$ cat config.mk
export PLATFORM = sky130hd
export DESIGN_NAME = egress_cell_gearbox
export DESIGN_NICKNAME = d
export VERILOG_FILES = /design/src/rtl/egress_cell_gearbox.sv
export SDC_FILE = /design/constraint.sdc
export NUM_CORES = 2
export LEC_CHECK = 0
export ABC_AREA = 1
export CAP_MARGIN = 40
export CORE_MARGIN = 2
export CORE_UTILIZATION = 29
export CTS_CLUSTER_DIAMETER = 200
export DETAILED_ROUTE_END_ITERATION = 10
export GPL_TIMING_DRIVEN = 0
export REMOVE_ABC_BUFFERS = 1
export SLEW_MARGIN = 15
export SYNTH_ARGS = -nofsm -noshare
export SYNTH_HDL_FRONTEND = slang
export SYNTH_SLANG_ARGS = --single-unit
$ cat constraint.sdc
create_clock -name clk_dp -period 26.8 [get_ports clk_dp]
set_input_delay 5.36 -clock clk_dp [delete_from_list [all_inputs] [get_ports clk_dp]]
set_output_delay 5.36 -clock clk_dp [all_outputs]
set_load 0.02 [all_outputs]
$ cat src/rtl/egress_cell_gearbox.sv
// Egress cell gearbox: buffers whole 512-bit TM cells, checks SOF/EOF framing and
// serialises each cell into 128-bit MAC beats with packet/byte/error counters.
module egress_cell_gearbox #(
    parameter int CELL_FIFO_DEPTH = 4,
    parameter int BEAT_W          = 128
) (
    input  logic                  clk_dp,
    input  logic                  rst_dp_n,
    input  logic                  in_valid,
    input  logic                  in_sof,
    input  logic                  in_eof,
    input  logic [6:0]            in_eop_len,
    input  logic [4*BEAT_W-1:0]   in_data,
    output logic                  in_ready,
    output logic                  mac_valid,
    output logic                  mac_sof,
    output logic                  mac_eof,
    output logic [3:0]            mac_empty,
    output logic [BEAT_W-1:0]     mac_data,
    input  logic                  mac_ready,
    output logic [31:0]           pkt_cnt,
    output logic [31:0]           byte_cnt,
    output logic [15:0]           err_cnt
);
    localparam int AW = (CELL_FIFO_DEPTH > 1) ? $clog2(CELL_FIFO_DEPTH) : 1;
    localparam int CW = AW + 1;
    localparam logic [CW-1:0] DEPTH_C = CW'(CELL_FIFO_DEPTH);

    typedef enum logic {IDLE, SEND} state_t;

    // Cell storage: payload plus {sof, eof, len[6:0]}
    logic [4*BEAT_W-1:0] r_mem_data [CELL_FIFO_DEPTH];
    logic [8:0]          r_mem_ctl  [CELL_FIFO_DEPTH];

    logic          r_en;
    logic          r_in_pkt;
    logic [AW-1:0] r_wr_ptr, r_rd_ptr;
    logic [CW-1:0] r_cnt;
    logic [1:0]    r_beat_idx;
    state_t        r_state;
    logic [31:0]   r_pkt_cnt, r_byte_cnt;
    logic [15:0]   r_err_cnt;

    logic          w_accept, w_frame_err, w_len_bad, w_push, w_err_inc;
    logic [6:0]    w_len_store;
    logic [8:0]    w_head_ctl;
    logic [6:0]    w_head_len;
    logic [1:0]    w_beats_m1;
    logic          w_last, w_beat_acc, w_pop;
    logic [6:0]    w_span, w_pad;
    logic [4:0]    w_beat_bytes;
    logic [CW-1:0] w_cnt_nxt;
    state_t        w_state_nxt;
    logic          w_valid;

    assign in_ready    = r_en && (r_cnt < DEPTH_C);
    assign w_accept    = in_valid && in_ready;
    assign w_frame_err = in_sof ? r_in_pkt : !r_in_pkt;
    assign w_len_bad   = in_eof && ((in_eop_len == 7'd0) || (in_eop_len > 7'd64));
    assign w_push      = w_accept && !w_frame_err;
    // Length error only counts for cells that survive the framing check
    assign w_err_inc   = w_accept && (w_frame_err || w_len_bad);
    assign w_len_store = (!in_eof || w_len_bad) ? 7'd64 : in_eop_len;

    assign w_head_ctl   = r_mem_ctl[r_rd_ptr];
    assign w_head_len   = w_head_ctl[6:0];
    assign w_beats_m1   = 2'((w_head_len - 7'd1) >> 4);
    assign w_last       = (r_beat_idx == w_beats_m1);
    assign w_span       = {1'b0, w_beats_m1, 4'b0000} + 7'd16;
    assign w_pad        = w_span - w_head_len;
    assign w_beat_acc   = mac_valid && mac_ready;
    assign w_pop        = w_beat_acc && w_last;
    assign w_beat_bytes = mac_eof ? (5'd16 - {1'b0, mac_empty}) : 5'd16;

    always_comb begin
        w_cnt_nxt = r_cnt;
        case ({w_push, w_pop})
            2'b10:   w_cnt_nxt = r_cnt + CW'(1);
            2'b01:   w_cnt_nxt = r_cnt - CW'(1);
            default: w_cnt_nxt = r_cnt;
        endcase
    end

    always_ff @(posedge clk_dp) begin
        if (w_push) begin
            r_mem_data[r_wr_ptr] <= in_data;
            r_mem_ctl[r_wr_ptr]  <= {in_sof, in_eof, w_len_store};
        end
    end

    always_ff @(posedge clk_dp or negedge rst_dp_n) begin
        if (!rst_dp_n) begin
            r_en       <= 1'b0;
            r_in_pkt   <= 1'b0;
            r_wr_ptr   <= '0;
            r_rd_ptr   <= '0;
            r_cnt      <= '0;
            r_beat_idx <= '0;
        end else begin
            r_en  <= 1'b1;
            r_cnt <= w_cnt_nxt;
            if (w_push) begin
                r_wr_ptr <= r_wr_ptr + AW'(1);
                if (in_eof)      r_in_pkt <= 1'b0;
                else if (in_sof) r_in_pkt <= 1'b1;
            end
            if (w_pop) begin
                r_rd_ptr   <= r_rd_ptr + AW'(1);
                r_beat_idx <= '0;
            end else if (w_beat_acc) begin
                r_beat_idx <= r_beat_idx + 2'd1;
            end
        end
    end

    always_ff @(posedge clk_dp or negedge rst_dp_n) begin
        if (!rst_dp_n) begin
            r_pkt_cnt  <= '0;
            r_byte_cnt <= '0;
            r_err_cnt  <= '0;
        end else begin
            if (w_beat_acc) r_byte_cnt <= r_byte_cnt + 32'(w_beat_bytes);
            if (w_beat_acc && mac_eof) r_pkt_cnt <= r_pkt_cnt + 32'd1;
            if (w_err_inc && (r_err_cnt != 16'hFFFF)) r_err_cnt <= r_err_cnt + 16'd1;
        end
    end

    assign pkt_cnt  = r_pkt_cnt;
    assign byte_cnt = r_byte_cnt;
    assign err_cnt  = r_err_cnt;

    always_ff @(posedge clk_dp or negedge rst_dp_n) begin
        if (!rst_dp_n) r_state <= IDLE;
        else           r_state <= w_state_nxt;
    end

    // Tracks the post-edge occupancy so SEND coincides with a non-empty FIFO
    always_comb begin
        w_state_nxt = r_state;
        case (r_state)
            IDLE:    if (w_cnt_nxt != '0) w_state_nxt = SEND;
            SEND:    if (w_cnt_nxt == '0) w_state_nxt = IDLE;
            default: w_state_nxt = IDLE;
        endcase
    end

    always_comb begin
        w_valid   = (r_state == SEND);
        mac_valid = w_valid;
        mac_sof   = 1'b0;
        mac_eof   = 1'b0;
        mac_empty = 4'd0;
        mac_data  = '0;
        if (w_valid) begin
            mac_sof  = w_head_ctl[8] && (r_beat_idx == 2'd0);
            mac_eof  = w_head_ctl[7] && w_last;
            mac_data = r_mem_data[r_rd_ptr][BEAT_W*r_beat_idx +: BEAT_W];
            if (w_head_ctl[7] && w_last) mac_empty = w_pad[3:0];
        end
    end
endmodule

==> results.json <==
{
  "ctsHtreeMaxLevel": 4,
  "status": "finished, final reports clean",
  "synth_compound_area_share_pct": 13.27,
  "synthXorXnorAreaFrac_pct": 0.7687,
  "async_flop_share_pct": 4.236,
  "gp_congestion": 0.8457,
  "die_h_um": 546.8,
  "cts-root-buf": "clkbuf_16",
  "cpPeakStageDelay_ps": 740,
  "antenna_found_initial": 104,
  "clk_pin_slew_worst_paths_ps": 60,
  "synth-adder-area-share_pct": 0.2665,
  "switching_share_pct": 35.95,
  "worstPathArrival_ps": 5670,
  "post_cts_resized": 0,
  "avgSynthCellArea_um2": 13.67,
  "slowest_stage": "dfrtp_4",
  "crit_buf_inv": 7,
  "p_int_w": 0.007205,
  "worst_slew_pin_slew_ps": 776.2,
  "max_freq_ghz": 0.09067,
  "switching_power_w": 0.004044,
  "power.density_nw_per_um2": 104.1,
  "synth_simple_gate_area_share_pct": 7.216,
  "timing.final.hold_violations": 0,
  "cp_cell_sequence": "buf_16 > inv_8 > buf_16 > buf_16 > buf_16 > nand2_1 > nand3_1 > nand2_1 > ha_1 > nand3_1 > nand3_1 > nand2_1 > nand2_4 > inv_1 > nand2_1 > nor2_1 > clkdlybuf4s50_1",
  "via_count": 56200,
  "ys_seq_area_share_pct": 75.79,
  "ys.warnings.count": 0,
  "drive_gt1_share_pct": 7.611,
  "tritoncts": "yes",
  "grt_pass1_vias": 55380,
  "cts_buffers": 232,
  "cp_max_fo": 132,
  "endpoint_kind": "output pin",
  "p_seq_share_pct": 36.3,
  "drc": 0,
  "pin_count": 741,
  "start_kind": "flop",
  "clkSinkCount": 2172,
  "synth_edf_count": 2080,
  "leakagePower_nw": 34.22,
  "muxShareOfSynthArea_pct": 0,
  "grt_usage_pct": 16.02,
  "post_cts_buffers": 0,
  "clock_skew_ps": 71.13,
  "clkPwrFrac_pct": 28.4,
  "avgRoutedWirePerCell_um": 22.53,
  "syn_area_um2": 85450,
  "coreArea_um2": 293600,
  "drv_cap": 0,
  "combPwrFrac_pct": 35.3,
  "timing.setup.tns_ps": 0,
  "postRouteAntennaNets": 0,
  "finalPower_w": 0.01125,
  "first_pass_iters": 5,
  "drtIter0Drc": 4779,
  "grt_pass1_wl_mm": 364.5,
  "worst-setup-path-type": "reg2out",
  "postLayoutCellArea_um2": 108000,
  "nNetsFinal": 7495,
  "area_growth_pct": 26.44,
  "hpwl_mm": 156.0,
  "cp_top_family": "buffers and inverters",
  "die-area_um2": 299000,
  "finalSetupViolations": 0,
  "grt.overflow.total": 0,
  "row_count": 199,
  "place.port_buffers": 740,
  "yosys.cell_types.count": 42,
  "drt-total-wl_mm": 250.1,
  "synth_top_area_share_pct": 73.09,
  "synth_top_family_by_area": "compound AO/OA/AOI/OAI gates",
  "final_util_pct": 36.81,
  "synth_top_area_cell": "edfxtp_1",
  "start_util_pct": 29.11,
  "grt_max_degree": 143,
  "clockBufferDepth": 4,
  "dpl_cell_area_um2": 100300,
  "synth_flop_cell": "edfxtp_1",
  "whs_ps": 502.2,
  "die_x_um": 546.8,
  "syn_inst": 6252,
  "required_ps": 21440,
  "viasPerCell": 5.061,
  "clock_latency_ps": 920,
  "ir_drop_v": 0.00008386,
  "period_minus_slack_ps": 11030,
  "slew_headroom_pct": 48.25,
  "cts_hold_buf": 0,
  "netlist_top_cells_area": "edfxtp_1 (73%), o21ai_0 (6.1%), nor2_1 (4.8%)",
  "rsz0062_at_grt": "false",
  "hold_path_class": "reg2reg",
  "min_period_over_period_pct": 41.15,
  "drv_slew": 0,
  "ys_seq_elements": 2172
}
## worst paths after layout
kind                         startpoint            to  slack (ps)  cells past startpoint
setup / recovery            r_rd_ptr[0]  mac_empty[0]       15770                     17
hold / removal             byte_cnt[30]  byte_cnt[30]         500                      1
setup reg to reg            r_rd_ptr[0]  byte_cnt[27]       20080                     33
hold reg to reg            byte_cnt[30]  byte_cnt[30]         500                      1
max in group asynchronous      rst_dp_n   r_rd_ptr[0]       21540                      2
min in group asynchronous      rst_dp_n    err_cnt[5]        4520                      1
## cell families after synthesis
kind of cell | Yosys count
DFF | 2172
adders and majority gates | 17
AOI/OAI and AO/OA | 1878
other | 1
buffers and inverters | 564
xor gates and xnor gates | 75
and+or+nand+nor | 1545
## layout by cell type (no fill, tap or decap), types with 4 or more instances in the layout
cell type / netlist / routed
bufinv_16: 0 / 24
inv_16: 0 / 5
dfrtp_1: 92 / 88
clkdlybuf4s50_1: 0 / 739
o22ai_1: 155 / 155
nor3_1: 35 / 35
xor2_1: 55 / 55
nor4_1: 15 / 15
diode_2: 0 / 38
a21oi_1: 138 / 138
o21ai_1: 22 / 22
clkinv_4: 0 / 6
clkinv_2: 0 / 41
dfrtp_4: 0 / 4
clkinvlp_4: 0 / 11
buf_12: 0 / 74
nand2_1: 229 / 229
nor2_4: 1 / 5
xnor2_1: 20 / 20
o211ai_1: 155 / 155
o21ai_0: 1043 / 1043
inv_6: 1 / 6
nor2_1: 1100 / 1096
inv_1: 105 / 102
inv_8: 0 / 6
clkbuf_8: 0 / 6
clkbuf_1: 363 / 52
ha_1: 15 / 15
nand4_1: 16 / 16
clkinv_16: 0 / 4
nand3_1: 136 / 136
clkbuf_16: 0 / 234
edfxtp_1: 2080 / 2080
buf_16: 0 / 104
clkinv_1: 1 / 41
o221ai_1: 357 / 357
## synthesized netlist by cell type, types with 2 or more instances
library cell and number:
edfxtp_1 2080, nor2_1 1100, o21ai_0 1043, clkbuf_1 363, o221ai_1 357, nand2_1 229
o211ai_1 155, o22ai_1 155, a21oi_1 138, nand3_1 136, inv_1 105, dfrtp_1 92
buf_2 57, xor2_1 55, nor3_1 35, o21ai_1 22, xnor2_1 20, nand4_1 16
ha_1 15, nor4_1 15, buf_4 14, buf_1 13, buf_6 6, inv_2 4
nand2_2 3, o21bai_1 3, a21boi_0 2, fa_1 2, nand2_4 2, nand3_2 2
nand3b_1 2
## power groups by stage
| stage | clock network [W] | registers (W) | logic, W |
|---|---|---|---|
| 2_1_floorplan | 0 | 0.00453 | 0.00211 |
| 3_3_place_gp | 0 | 0.00500 | 0.00374 |
| 3_5_place_dp | 0 | 0.00415 | 0.00400 |
| 4_1_cts | 0.00328 | 0.00408 | 0.00402 |
| 5_1_grt | 0.00340 | 0.00410 | 0.00432 |
| 6_report | 0.00320 | 0.00408 | 0.00397 |
## stage by stage
stage / setup slack, ps / std cells
2_1_floorplan: -26250 / 5799
3_3_place_gp: -110050 / 10460
3_5_place_dp: 16450 / 10640
4_1_cts: 15450 / 11070
5_1_grt: 15190 / 11090
6_report: 15770 / 11110
## sequential cells by signal, summed over array words and instances (netlist names)
name        flops
mac_valid       1
err_cnt        16
r_mem_ctl      32
r_wr_ptr        2
r_in_pkt        1
r_cnt           3
r_en            1
pkt_cnt        32
r_mem_data   2048
r_rd_ptr        2
byte_cnt       32
r_beat_idx      2
## metal layers
metal,global-route usage (%),wire length [um],vias to the layer above
met5,0,760,-
met4,5.286,6684,122
met3,4.553,21060,497
met2,25.69,117300,1900
met1,20.81,104400,28410
li1,-,-,25270
## cell type report
cell class,count,area [um^2]
diodes,38,95.09
clock buffers,292,6133
clock inverters,137,1486
fillers,27290,185500
inverters,111,459.2
multi-input cells,3516,18430
flip-flops and latches,2172,64780
well taps,3919,4903
repair buffers,920,11760
Note: power is estimated with default switching activity, not from simulation.
